==> src/rtl/tpu_readback_pkg.sv <==
// Shared types and constants for the UB readback path: state encoding, row/byte geometry, address fields.
package tpu_readback_pkg;

    localparam int ROW_BITS       = 256;
    localparam int BYTE_BITS      = 8;
    localparam int ROW_BYTES      = ROW_BITS / BYTE_BITS;
    localparam int BYTE_IDX_BITS  = $clog2(ROW_BYTES);
    localparam int BANK_BIT       = 8;
    localparam int ROW_FIELD_BITS = BANK_BIT;
    localparam int ADDR_BITS      = BANK_BIT + 1;
    localparam int RD_TIMEOUT     = 255;

    // One-hot so ub_rd_en can come straight off a single state flop.
    typedef enum logic [4:0] {
        IDLE = 5'b00001,
        REQ  = 5'b00010,
        WAIT = 5'b00100,
        SEND = 5'b01000,
        DONE = 5'b10000
    } rb_state_e;

    localparam int REQ_BIT = 1;

    typedef struct packed {
        logic                      bank;
        logic [ROW_FIELD_BITS-1:0] row;
    } ub_addr_t;

    // Row field wraps modulo 256; the bank bit is carried through untouched.
    function automatic ub_addr_t row_addr(input ub_addr_t base, input logic [ROW_FIELD_BITS-1:0] idx);
        row_addr.bank = base.bank;
        row_addr.row  = base.row + idx;
    endfunction

endpackage

==> src/rtl/ub_readback_tx_if.sv <==
// UB single-row read request/response bus plus the byte stream toward the UART transmitter.
interface ub_readback_tx_if;
    import tpu_readback_pkg::*;

    logic                 ub_rd_en;
    ub_addr_t             ub_rd_addr;
    logic [ADDR_BITS-1:0] ub_rd_count;
    logic [ROW_BITS-1:0]  ub_rd_data;
    logic                 ub_rd_valid;

    logic [BYTE_BITS-1:0] tx_data;
    logic                 tx_valid;
    logic                 tx_ready;

    modport master (
        output ub_rd_en, ub_rd_addr, ub_rd_count, tx_data, tx_valid,
        input  ub_rd_data, ub_rd_valid, tx_ready
    );

    modport slave (
        input  ub_rd_en, ub_rd_addr, ub_rd_count, tx_data, tx_valid,
        output ub_rd_data, ub_rd_valid, tx_ready
    );

endinterface

==> src/rtl/row_byte_serializer.sv <==
// Holds one UB row and emits it LSB byte first; first byte valid the cycle after load, one byte per cycle.
// Byte and index hold while tx_ready is low; flush drops tx_valid next cycle without transferring.
module row_byte_serializer
    import tpu_readback_pkg::*;
(
    input  logic                 clk,
    input  logic                 rst_n,
    input  logic                 load,
    input  logic [ROW_BITS-1:0]  load_dat,
    input  logic                 flush,
    output logic [BYTE_BITS-1:0] tx_data,
    output logic                 tx_valid,
    input  logic                 tx_ready,
    output logic                 last_byte
);

    logic [ROW_BITS-1:0]      row_q;
    logic [BYTE_IDX_BITS-1:0] byte_idx;
    logic                     fire;

    assign fire      = tx_valid && tx_ready;
    assign last_byte = (byte_idx == BYTE_IDX_BITS'(ROW_BYTES - 1));
    assign tx_data   = row_q[BYTE_BITS-1:0];

    always_ff @(posedge clk or negedge rst_n) begin
        if (!rst_n) begin
            row_q    <= '0;
            byte_idx <= '0;
            tx_valid <= 1'b0;
        end else if (flush) begin
            byte_idx <= '0;
            tx_valid <= 1'b0;
        end else if (load) begin
            row_q    <= load_dat;
            byte_idx <= '0;
            tx_valid <= 1'b1;
        end else if (fire) begin
            // Shifting keeps the current byte in the low lane, so tx_data is a plain wire.
            row_q    <= row_q >> BYTE_BITS;
            byte_idx <= byte_idx + 1'b1;
            if (last_byte) begin
                tx_valid <= 1'b0;
            end
        end
    end

endmodule

==> src/rtl/ub_readback_tx.sv <==
// Dumps row_count UB rows as a byte stream; ub_rd_en the cycle after start, bytes the cycle after each row lands.
// Stalls on tx_ready without changing tx_data; abort returns to IDLE next cycle, dropping any held byte.
module ub_readback_tx
    import tpu_readback_pkg::*;
(
    input  logic                 clk,
    input  logic                 rst_n,
    input  logic                 start,
    input  logic [ADDR_BITS-1:0] base_addr,
    input  logic [ADDR_BITS-1:0] row_count,
    input  logic                 abort,
    output logic                 busy,
    output logic                 done,
    output logic                 err_timeout,
    ub_readback_tx_if.master     ub
);

    rb_state_e            state, state_nxt;
    ub_addr_t             base_q;
    logic [ADDR_BITS-1:0] count_q;
    logic [ADDR_BITS-1:0] row_idx;
    logic [7:0]           tmo_cnt;
    logic                 start_acc;
    logic                 capture;
    logic                 row_done;
    logic                 tmo_hit;
    logic                 last_byte;

    assign start_acc = (state == IDLE) && start;
    assign capture   = (state == WAIT) && ub.ub_rd_valid && !abort;
    assign row_done  = (state == SEND) && ub.tx_valid && ub.tx_ready && last_byte;
    assign tmo_hit   = (state == WAIT) && !ub.ub_rd_valid && (tmo_cnt == 8'(RD_TIMEOUT - 1));

    always_ff @(posedge clk or negedge rst_n) begin
        if (!rst_n) begin
            state <= IDLE;
        end else begin
            state <= state_nxt;
        end
    end

    always_comb begin
        state_nxt = state;
        if (abort && (state != IDLE)) begin
            state_nxt = IDLE;
        end else begin
            unique case (state)
                IDLE: if (start) state_nxt = (row_count == '0) ? DONE : REQ;
                REQ:  state_nxt = WAIT;
                WAIT: begin
                    if (ub.ub_rd_valid) begin
                        state_nxt = SEND;
                    end else if (tmo_hit) begin
                        state_nxt = DONE;
                    end
                end
                SEND: if (row_done) state_nxt = ((row_idx + 9'd1) == count_q) ? DONE : REQ;
                DONE: state_nxt = IDLE;
                default: state_nxt = IDLE;
            endcase
        end
    end

    always_comb begin
        busy           = 1'b0;
        done           = 1'b0;
        ub.ub_rd_addr  = '0;
        ub.ub_rd_count = '0;
        unique case (state)
            IDLE: busy = 1'b0;
            REQ: begin
                busy           = 1'b1;
                ub.ub_rd_addr  = row_addr(base_q, row_idx[ROW_FIELD_BITS-1:0]);
                ub.ub_rd_count = ADDR_BITS'(1);
            end
            WAIT, SEND: busy = 1'b1;
            DONE: begin
                busy = 1'b1;
                done = 1'b1;
            end
            default: busy = 1'b0;
        endcase
    end

    // Taken directly from the REQ flop so reset or state changes cannot glitch the request.
    assign ub.ub_rd_en = state[REQ_BIT];

    always_ff @(posedge clk or negedge rst_n) begin
        if (!rst_n) begin
            base_q      <= '0;
            count_q     <= '0;
            row_idx     <= '0;
            tmo_cnt     <= '0;
            err_timeout <= 1'b0;
        end else begin
            if (start_acc) begin
                base_q      <= ub_addr_t'(base_addr);
                count_q     <= row_count;
                row_idx     <= '0;
                err_timeout <= 1'b0;
            end
            if (row_done) begin
                row_idx <= row_idx + 9'd1;
            end
            if (state == WAIT) begin
                if (tmo_cnt != 8'hFF) begin
                    tmo_cnt <= tmo_cnt + 8'd1;
                end
            end else begin
                tmo_cnt <= '0;
            end
            if (tmo_hit && !abort) begin
                err_timeout <= 1'b1;
            end
        end
    end

    row_byte_serializer u_ser (
        .clk       (clk),
        .rst_n     (rst_n),
        .load      (capture),
        .load_dat  (ub.ub_rd_data),
        .flush     (abort),
        .tx_data   (ub.tx_data),
        .tx_valid  (ub.tx_valid),
        .tx_ready  (ub.tx_ready),
        .last_byte (last_byte)
    );

endmodule

==> src/flat_wrapper.sv <==
// flat-port wrapper written by rule: the top's interface ports become plain ports
module ub_readback_tx_flat import tpu_readback_pkg::*;
  (clk, rst_n, start, base_addr, row_count, abort, busy, done, err_timeout, ub_ub_rd_en, ub_ub_rd_addr, ub_ub_rd_count, ub_tx_data, ub_tx_valid, ub_ub_rd_data, ub_ub_rd_valid, ub_tx_ready);
  ub_readback_tx_if ub_i ();
  input  logic clk;
  input  logic rst_n;
  input  logic start;
  input  logic [ADDR_BITS-1:0] base_addr;
  input  logic [ADDR_BITS-1:0] row_count;
  input  logic abort;
  output logic busy;
  output logic done;
  output logic err_timeout;
  output wire logic [$bits(ub_i.ub_rd_en)-1:0] ub_ub_rd_en;
  output wire logic [$bits(ub_i.ub_rd_addr)-1:0] ub_ub_rd_addr;
  output wire logic [$bits(ub_i.ub_rd_count)-1:0] ub_ub_rd_count;
  output wire logic [$bits(ub_i.tx_data)-1:0] ub_tx_data;
  output wire logic [$bits(ub_i.tx_valid)-1:0] ub_tx_valid;
  input wire logic [$bits(ub_i.ub_rd_data)-1:0] ub_ub_rd_data;
  input wire logic [$bits(ub_i.ub_rd_valid)-1:0] ub_ub_rd_valid;
  input wire logic [$bits(ub_i.tx_ready)-1:0] ub_tx_ready;
  assign ub_ub_rd_en = ub_i.ub_rd_en;
  assign ub_ub_rd_addr = ub_i.ub_rd_addr;
  assign ub_ub_rd_count = ub_i.ub_rd_count;
  assign ub_tx_data = ub_i.tx_data;
  assign ub_tx_valid = ub_i.tx_valid;
  assign ub_i.ub_rd_data = ub_ub_rd_data;
  assign ub_i.ub_rd_valid = ub_ub_rd_valid;
  assign ub_i.tx_ready = ub_tx_ready;
  ub_readback_tx u_core (.clk(clk), .rst_n(rst_n), .start(start), .base_addr(base_addr), .row_count(row_count), .abort(abort), .busy(busy), .done(done), .err_timeout(err_timeout), .ub(ub_i));
endmodule
==> config.mk <==
export PLATFORM = sky130hd
export DESIGN_NAME = ub_readback_tx_flat
export DESIGN_NICKNAME = d
export VERILOG_FILES = /design/src/rtl/tpu_readback_pkg.sv /design/src/rtl/ub_readback_tx_if.sv /design/src/rtl/row_byte_serializer.sv /design/src/rtl/ub_readback_tx.sv /design/src/flat_wrapper.sv
export SDC_FILE = /design/constraint.sdc
export NUM_CORES = 1
export LEC_CHECK = 0
export ABC_CLOCK_PERIOD_IN_PS = 5100
export CORE_MARGIN = 2
export CORE_UTILIZATION = 32
export DETAILED_ROUTE_END_ITERATION = 10
export GPL_ROUTABILITY_DRIVEN = 0
export PLACE_DENSITY = 0.52
export SETUP_SLACK_MARGIN = 0.1
export SKIP_CTS_REPAIR_TIMING = 1
export SYNTH_ARGS = -nofsm -noshare
export SYNTH_HDL_FRONTEND = slang
export SYNTH_SLANG_ARGS = --single-unit
==> constraint.sdc <==
create_clock -name clk -period 5.1 [get_ports clk]
set_input_delay 0.765 -clock clk [delete_from_list [all_inputs] [get_ports clk]]
set_output_delay 0.765 -clock clk [all_outputs]
set_load 0.005 [all_outputs]
* Word-level counts from Yosys, hierarchy flattened
Index checks and enable logic that the tools add are counted.
** Storage, ports and cells
- Logic and storage cells :: 79
- Output and inout port bits :: 31
- Input bits :: 280
- Register bits :: 303
** Operators by class
- Reduce and logical (&&, ||, !) cells :: 23
- Equality and inequality tests :: 14
- Muxes and demuxes :: 27
- Bitwise logic cells :: 1
- Add/sub/neg operators :: 4
** Operators by type and width (number)
- 256-bit 2-to-1 mux :: 2
- 5-bit 2-to-1 mux :: 10
- 9-bit 2-to-1 mux :: 3
- 5-bit one-hot mux with 4 select lines :: 1
- 8-bit 2-to-1 mux :: 2
- 1-bit logical AND :: 11
- 5-bit == test, second input constant :: 2
- 9-bit by 1-bit adder with 9-bit output, second input constant :: 1
- 9-bit == test :: 1
- 9-bit zero test :: 1
- 1-bit 2-to-1 mux :: 9
- 8-bit by 1-bit adder with 8-bit output, second input constant :: 1
- 8-bit adder :: 1
- 8-bit == test, second input constant :: 1
- 8-bit inequality test, second input constant :: 1
- 2-bit nonzero test :: 3
- 3-bit nonzero test :: 2
- 5-bit by 1-bit adder with 5-bit output, second input constant :: 1
- 5-bit by 1-bit == test with 1-bit output, second input constant :: 1
- 5-bit by 2-bit == test with 1-bit output, second input constant :: 1
- 5-bit by 3-bit == test with 1-bit output, second input constant :: 1
- 5-bit by 4-bit == test with 1-bit output, second input constant :: 1
- 5-bit by 1-bit inequality test with 1-bit output, second input constant :: 1
- 4-bit by 3-bit inequality test with 1-bit output, second input constant :: 1
- 8 further kinds :: 10

* Logic depth before layout (Yosys ltp)
Gate-level depths: netlist (run 1).
- Depth in word-level cells :: 7
- Mapped depth :: 8
- Mapped depth without buffers :: 8

* Modules after synthesis
A second synthesis (run 1) with hierarchy kept.
** Unflattened totals
- Cell total of the unflattened synthesis :: 1417
- Area, all modules :: 14797.9 um2
** Modules (own cells, without submodules)
- row_byte_serializer :: times used 1, seq. area each 6556.3 um2, cells each 1161, area each 12320.6 um2
- ub_readback_tx :: times used 1, seq. area each 1027.2 um2, cells each 256, area each 2477.4 um2

* Worst setup path before layout (run 1)
No wires, ideal clock.
- Path kind :: flip-flop to output port
- From :: register u_core.row_idx[0]
- To :: output port ub_ub_rd_addr[6]
- Path buffers :: 0
- Cell stages (with the launch flop) :: 9
- Setup slack :: 2493 ps
- Arrival time :: 1842 ps
- Required time :: 4335 ps
- Cells stage by stage :: dfrtp_1 -> ha_1 -> fa_1 -> a21o_1 -> a21oi_1 -> o21bai_1 -> a21oi_1 -> xor2_1 -> nor2_1
** Between the ends
- Word-level cells in the longest chain between the ends :: 2
** Ends and longest elaborated chain
- start: declaration :: RTL line ub_readback_tx.sv:21 : logic [ADDR_BITS-1:0] row_idx;
- start signal: assignment :: RTL line ub_readback_tx.sv:103 : row_idx <= row_idx + 9'd1;
- 8-bit adder :: RTL line tpu_readback_pkg.sv:32 : row_addr.row = base.row + idx;
- 9-bit 2-to-1 mux :: RTL line ub_readback_tx.sv:69 : unique case (state)
- end: declaration :: RTL line flat_wrapper.sv:15 : output wire logic [$bits(ub_i.ub_rd_addr)-1:0] ub_ub_rd_addr;
No other way between the ends.

* Worst setup path after layout (run 1)
Ends and elaborated chain as after synthesis.

==> metrics.txt, run 1 <==
RSZ-0062 raised after global routing=no; CTS Buf Count=37; number of remaining DRC errors=0; Area growth syn-to-layout=31.3%; Leak=0.00771 µW; Final Skew=0.0136 ns; initial core utilization=0.324; Post-synth EDFFs=0; top post-synthesis cells by area=dfrtp_1 53%, nand2_1 14%, a31oi_1 11%; flop and latch count out of synthesis=303; crit path launch=u_core.row_idx[0]; Pins Over Slew Limit=0; Clock Tree Buf Depth=3; R2R Path End=u_core.u_ser.row_q[53]; vias in the first global route=~12000; Final min period=3.77 ns; antenna violations before repair=9; Die Y=216 µm; area share of the largest cell type after synthesis=0.527; DR pass1 iterations=4; post-route ant nets=0; slew margin rel.=0.360; critical-path cell with the highest stage delay=clkdlybuf4s50_1; Core Footprint=44200 µm²; CP Max Fanout=7; sequential fraction of the synthesis area=0.529; post-synth top area cell=dfrtp_1; synth warn=0; WP buf/inv=1; Most used DFF post-synth=dfrtp_1; first-pass GRT wire length=66100 µm; CP arrival=3.01 ns; worst-path cell chain=ha_1 > fa_1 > a21o_1 > a21oi_1 > o21bai_1 > a21oi_1 > xor2_1 > nor2_1 > clkdlybuf4s50_1; DR vias=12300; WL per Instance=between 15 and 20 µm; Worst R2R Setup Slack=2.40 ns; ys async rst share=1.00; gr ovfl total=0; GR Util All Layers=0.177; Setup TNS Final=0 ns; average cell area after synthesis=8.55 µm²; status=complete, no violations; VDD IR max=between 0.00015 and 0.0002 V; row count=77; final setup violation count=0; worst-margin pin slew=~0.96 ns; worst path required time=between 4 and 5 ns; share of cells above drive strength 1=0.0498; delay-heaviest family, CP=compound AO/OA/AOI/OAI gates; PwrDens=445 nW/µm²; Die W=216 µm; Fmax=265 MHz; htree depth=2; largest net degree at the start of global routing=between 200 and 250; CTS clk-pin slew, worst paths=0.06 ns; fin util=0.426; Root Buffer=clkbuf_16; hold crit path type=in2async; Critical Path Start Type=flop; CP endpoint kind=output port; die area=46500 µm²; Worst R2R Path Depth=7; CP dominant cell by count=a21oi_1; final hold vios=0; critical path class=reg2out; Final Hold Slack=roughly 0.27 ns; Total Nets Final=2194; io pins=around 310; clock latency on the worst-skew pair=about 0.54 ns; Netlist cell types=52; post-synthesis instance total=1676; max cap viols=0; post-detail-place hpwl=27900 µm; launch point of the worst reg-to-reg path=u_core.state[1]; vias per cell=4.87; clock sink total=~300; Tcrit/Tclk final=0.740; IO Port Bufs=302; Starting DRT DRC Count=880; CTS tree=built; Crit path largest cell delay=between 0.5 and 0.6 ns; Total Wirelength=between 40000 and 50000 µm; Cell Area, Synth=14300 µm²
[cell usage after synthesis (4+ instances only)]
cell type / count
nand2_1: 526
dfrtp_1: 302
nor2_1: 275
a31oi_1: 251
buf_2: 89
buf_4: 29
mux2_2: 18
clkbuf_1: 17
nand3_1: 14
o21ai_0: 14
xnor2_1: 13
ha_1: 12
xor2_1: 11
a21oi_1: 10
nor3_1: 10
a22o_1: 8
and2_1: 7
and3_1: 6
inv_1: 6
nand2b_1: 5
o31ai_1: 5
a21o_1: 4
nor2b_1: 4
o41ai_1: 4
[where the power goes]
part / switching, µW / total, µW / leakage, µW / internal [µW]
clock network: 1040 / 2580 / 0.000582 / 1540
logic: 921 / 1960 / 0.00310 / 1040
registers: 554 / 3840 / 0.00403 / 3280
total: 2510 / 8380 / 0.00771 / 5860
[metrics by stage]
step,cell area [µm²],worst slack [ns],cells,total power [µW]
2_1_floorplan,14400,2.49,1683,5100
3_3_place_gp,17600,1.85,2454,5800
3_5_place_dp,17600,1.81,2454,5870
4_1_cts,18800,1.26,2521,8500
5_1_grt,18800,1.11,2521,8980
6_report,18800,1.33,2525,8380
[worst register-to-register path: stages (launching register included)]
cell	delay (ns)
dfrtp_1	0.48
nor3_4	0.30
nand4b_2	0.28
a21oi_4	0.50
buf_12	0.26
buf_4	0.53
nor2_1	0.08
a31oi_1	0.18
[final cells by class]
class,instances,area (µm²)
fill,4443,25400
clock buffer,59,1110
antenna,4,10.0
tap,592,741
clock inverter,8,68.8
timing repair buffer,317,3270
inverter,6,22.5
sequential,303,7580
multi-input combinational,1236,6020
[cells by family after synthesis]
| family | count (synthesis) | share of synthesized area |
|---|---|---|
| AO/OA/AOI/OAI | 307 | 0.137 |
| multiplexers | 20 | 0.0156 |
| adder cells (fa/ha/maj) | 13 | 0.0119 |
| other | 1 | 0.000262 |
| AND/OR/NAND/NOR | 864 | 0.237 |
| flip-flops | 303 | 0.529 |
| XOR/XNOR | 24 | 0.0147 |
| buffers and inverters | 144 | 0.0546 |
[state kept, by name, indices dropped and copies added, names as in the netlist]
signal and flops:
u_core.u_ser.row_q 256, u_core.base_q 9, u_core.count_q 9, u_core.row_idx 9
u_core.tmo_cnt 8, u_core.state 5, u_core.u_ser.byte_idx 5, u_core.err_timeout 1
u_core.u_ser.tx_valid 1
[how the worst max path moves through the flow]
| stage | slack, ns | cells after the start | to |
|---|---|---|---|
| finish | 1.33 | 9 | ub_ub_rd_addr[6] |
| global route | 1.11 | 9 | ub_ub_rd_addr[6] |
| CTS | 1.26 | 9 | ub_ub_rd_addr[6] |
| detailed placement | 1.81 | 5 | u_core.u_ser.row_q[2] |
| global placement | 1.85 | 5 | u_core.u_ser.row_q[2] |
| floorplan | 2.49 | 8 | ub_ub_rd_addr[6] |
[layer usage]
metal | track usage | part of all wire | up-vias
li1 | - | - | 6072
met1 | 0.247 | 0.47 | 5871
met2 | 0.278 | 0.45 | 288
met3 | 0.0420 | 0.059 | 60
met4 | 0.0444 | 0.017 | 10
met5 | 0 | 0.0015 | -
[placed cells by master, fill, tap and decap left out, types with 3 or more instances in the layout]
cell type        instances
a21o_1                   4
a21oi_1                  9
a22o_1                   8
a31oi_1                251
and2_1                   7
and3_1                   6
buf_12                  10
buf_4                    5
clkbuf_1                14
clkbuf_16               39
clkbuf_8                 6
clkdlybuf4s50_1        301
clkinv_2                 6
conb_1                   8
dfrtp_1                302
diode_2                  4
ha_1                    12
inv_1                    6
mux2_2                  18
nand2_1                526
nand2b_1                 5
nand3_1                 14
nand3b_1                 3
nand4_1                  3
nor2_1                 274
nor2b_1                  4
nor3_1                  10
o21ai_0                 14
o31ai_1                  5
o41ai_1                  4
xnor2_1                 13
xor2_1                  11
No activity file was read; power rests on OpenSTA's default activity.
==> run 2: changes to the inputs <==
--- a/config.mk
+++ b/config.mk
@@ -5,7 +5,7 @@
 export SDC_FILE = /design/constraint.sdc
 export NUM_CORES = 1
 export LEC_CHECK = 0
-export ABC_CLOCK_PERIOD_IN_PS = 5100
+export ABC_CLOCK_PERIOD_IN_PS = 3900
 export CORE_MARGIN = 2
 export CORE_UTILIZATION = 32
 export DETAILED_ROUTE_END_ITERATION = 10
==> constraint.sdc (replaced) <==
create_clock -name clk -period 3.9 [get_ports clk]
set_input_delay 0.585 -clock clk [delete_from_list [all_inputs] [get_ports clk]]
set_output_delay 0.585 -clock clk [all_outputs]
set_load 0.005 [all_outputs]
==> run 2 against run 1 <==
Via count is 0.93% higher. Highest routed layer is now met4. Largest cell class unchanged. Clock power is 37% higher. The flow now finishes with violations (hold timing). Register-to-register slack worse by 0.95 ns. Critical endpoint unchanged. Critical path type unchanged.
==> metrics.txt, run 2 (synthesis gave the netlist of run 1 again) <==
status=finished with violations; failing checks=hold timing; Final Skew=0.0233 ns (+0.00963 ns); row count=77 (unchanged); IO Port Bufs=302 (unchanged); CTS clk-pin slew, worst paths=0.06 ns (about the same); DR vias=12400 (+0.93%); Leak=0.00784 µW (+1.7%); critical-path cell with the highest stage delay=clkdlybuf4s50_1; worst-margin pin slew=0.671 ns (-0.290 ns); critical path class=reg2out; commonest cells after routing, fill and taps aside=526 x nand2_1, 302 x dfrtp_1, 301 x clkdlybuf4s50_1, 274 x nor2_1, 251 x a31oi_1; WP buf/inv=1 (unchanged); Starting DRT DRC Count=893 (+1.5%); htree depth=2 (unchanged); clock sink total=303 (unchanged); final setup violation count=0 (unchanged); CP Max Fanout=7 (unchanged); Total Nets Final=2208 (+0.64%); worst path required time=3.31 ns (-1.03 ns); share of cells above drive strength 1=0.0597 (+0.00997); delay-heaviest family, CP=adder cells; CP endpoint kind=output port; GR Util All Layers=0.178 (+0.000463); die area=46500 µm² (unchanged); commonest non-fill, non-tap cell in the layout=nand2_1; gr ovfl total=0 (unchanged); clock latency on the worst-skew pair=0.55 ns (about the same); hold crit path type=in2async; PwrDens=585 nW/µm² (+31%); Placed Area=17800 µm² (+0.95%); multi-input logic area=6020 µm² (unchanged); largest net degree at the start of global routing=109 (-46%); worst-path cell chain=ha_1 > fa_1 > a21o_1 > a21oi_1 > o21bai_1 > a21oi_1 > xor2_1 > nor2_1 > clkdlybuf4s50_1; Clock Tree Buf Depth=3 (unchanged); CP arrival=3.01 ns (about the same); final hold vios=1 (+1); Worst R2R Path Depth=6 (-1); R2R Path End=u_core.u_ser.row_q[103]; Largest register FFs=256 (unchanged); Die W=216 µm (unchanged); Setup TNS Final=0 ns (unchanged); vias per cell=4.90 (+0.54%); Register Area=7580 µm² (unchanged); launch point of the worst reg-to-reg path=u_core.state[1]; Critical Path Start Type=flop; Die Y=216 µm (unchanged); fill count=4436 (-0.16%); CP dominant cell by count=a21oi_1; first-pass GRT wire length=66700 µm (+0.93%); Tcrit/Tclk final=0.923; Non-Filler Instances=2535 (+0.40%); setup ws final=0.301 ns (-1.03 ns); max cap viols=0 (unchanged); placed cell count=2468 (+0.57%); io pins=311 (unchanged); post-route ant nets=0 (unchanged); Final min period=3.60 ns; Final Hold Slack=-0.00418 ns (-0.278 ns); Area growth syn-to-layout=33.0%; CTS tree=built; initial core utilization=0.324 (unchanged); Worst R2R Setup Slack=1.45 ns (-0.95 ns); VDD IR max=0.000259 V (+42%); number of remaining DRC errors=0 (unchanged); Fmax=278 MHz; vias in the first global route=12300 (+2.8%); Root Buffer=clkbuf_16; antenna violations before repair=1 (-8); Setup WS pre-CTS=0.874 ns (-0.938 ns); Core Footprint=44200 µm² (unchanged); DR pass1 iterations=7 (+3); Total Wirelength=41500 µm (-0.36%); CTS Buf Count=37 (unchanged); RSZ-0062 raised after global routing=no; post-detail-place hpwl=28900 µm (+3.5%); Design Area, Final=19100 µm² (+1.3%); Pins Over Slew Limit=0 (unchanged); slew margin rel.=0.553 (+0.193); WL per Instance=16.4 µm (-0.75%); Largest Register=u_core.u_ser.row_q; Crit path largest cell delay=0.50 ns (about the same)
==> run 2: stage by stage <==
step	util	hold WS [ns]	total power, µW
finish	0.431	-0.00418	11100
global placement	0.402	0.469	7610
global route	0.431	0.0413	11900
detailed placement	0.402	0.477	7710
CTS	0.431	-0.00357	11300
floorplan	-	0.289	6670
==> run 2: per-layer routing <==
layer / track usage / wire length, µm / part of all wire / up-vias
met4: 0.0457 / 684 / 0.016 / 0
met5: 0 / 0 / 0 / -
li1: - / - / - / 6099
met2: 0.282 / 19000 / 0.46 / 295
met3: 0.0317 / 2200 / 0.053 / 39
met1: 0.250 / 19600 / 0.47 / 5983
==> run 2: worst max path at each step <==
stage	from	cells past startpoint	endpoint	slack (ns)
after global placement	u_core.row_idx[0]	9	ub_ub_rd_addr[6]	0.91
after CTS	u_core.row_idx[0]	9	ub_ub_rd_addr[6]	0.25
after floorplan	u_core.row_idx[0]	8	ub_ub_rd_addr[6]	1.47
after detailed placement	u_core.row_idx[0]	9	ub_ub_rd_addr[6]	0.87
final	u_core.row_idx[0]	9	ub_ub_rd_addr[6]	0.30
after global routing	u_core.row_idx[0]	9	ub_ub_rd_addr[6]	0.17
==> run 2: power breakdown <==
part / internal [µW] / total, µW / switching (µW)
clock network: 2190 / 3530 / 1350
registers: 4290 / 5010 / 719
logic: 1370 / 2600 / 1230
total: 7850 / 11100 / 3300
==> run 2: area by class of cell <==
cell class | instances | area share
flip-flops and latches | 303 | 0.398
multi-input cells | 1236 | 0.316
repair buffers | 331 | 0.180
clock buffers | 58 | 0.0612
well taps | 592 | 0.0389
clock inverters | 8 | 0.00512
inverters | 6 | 0.00118
diodes | 1 | 0.000131
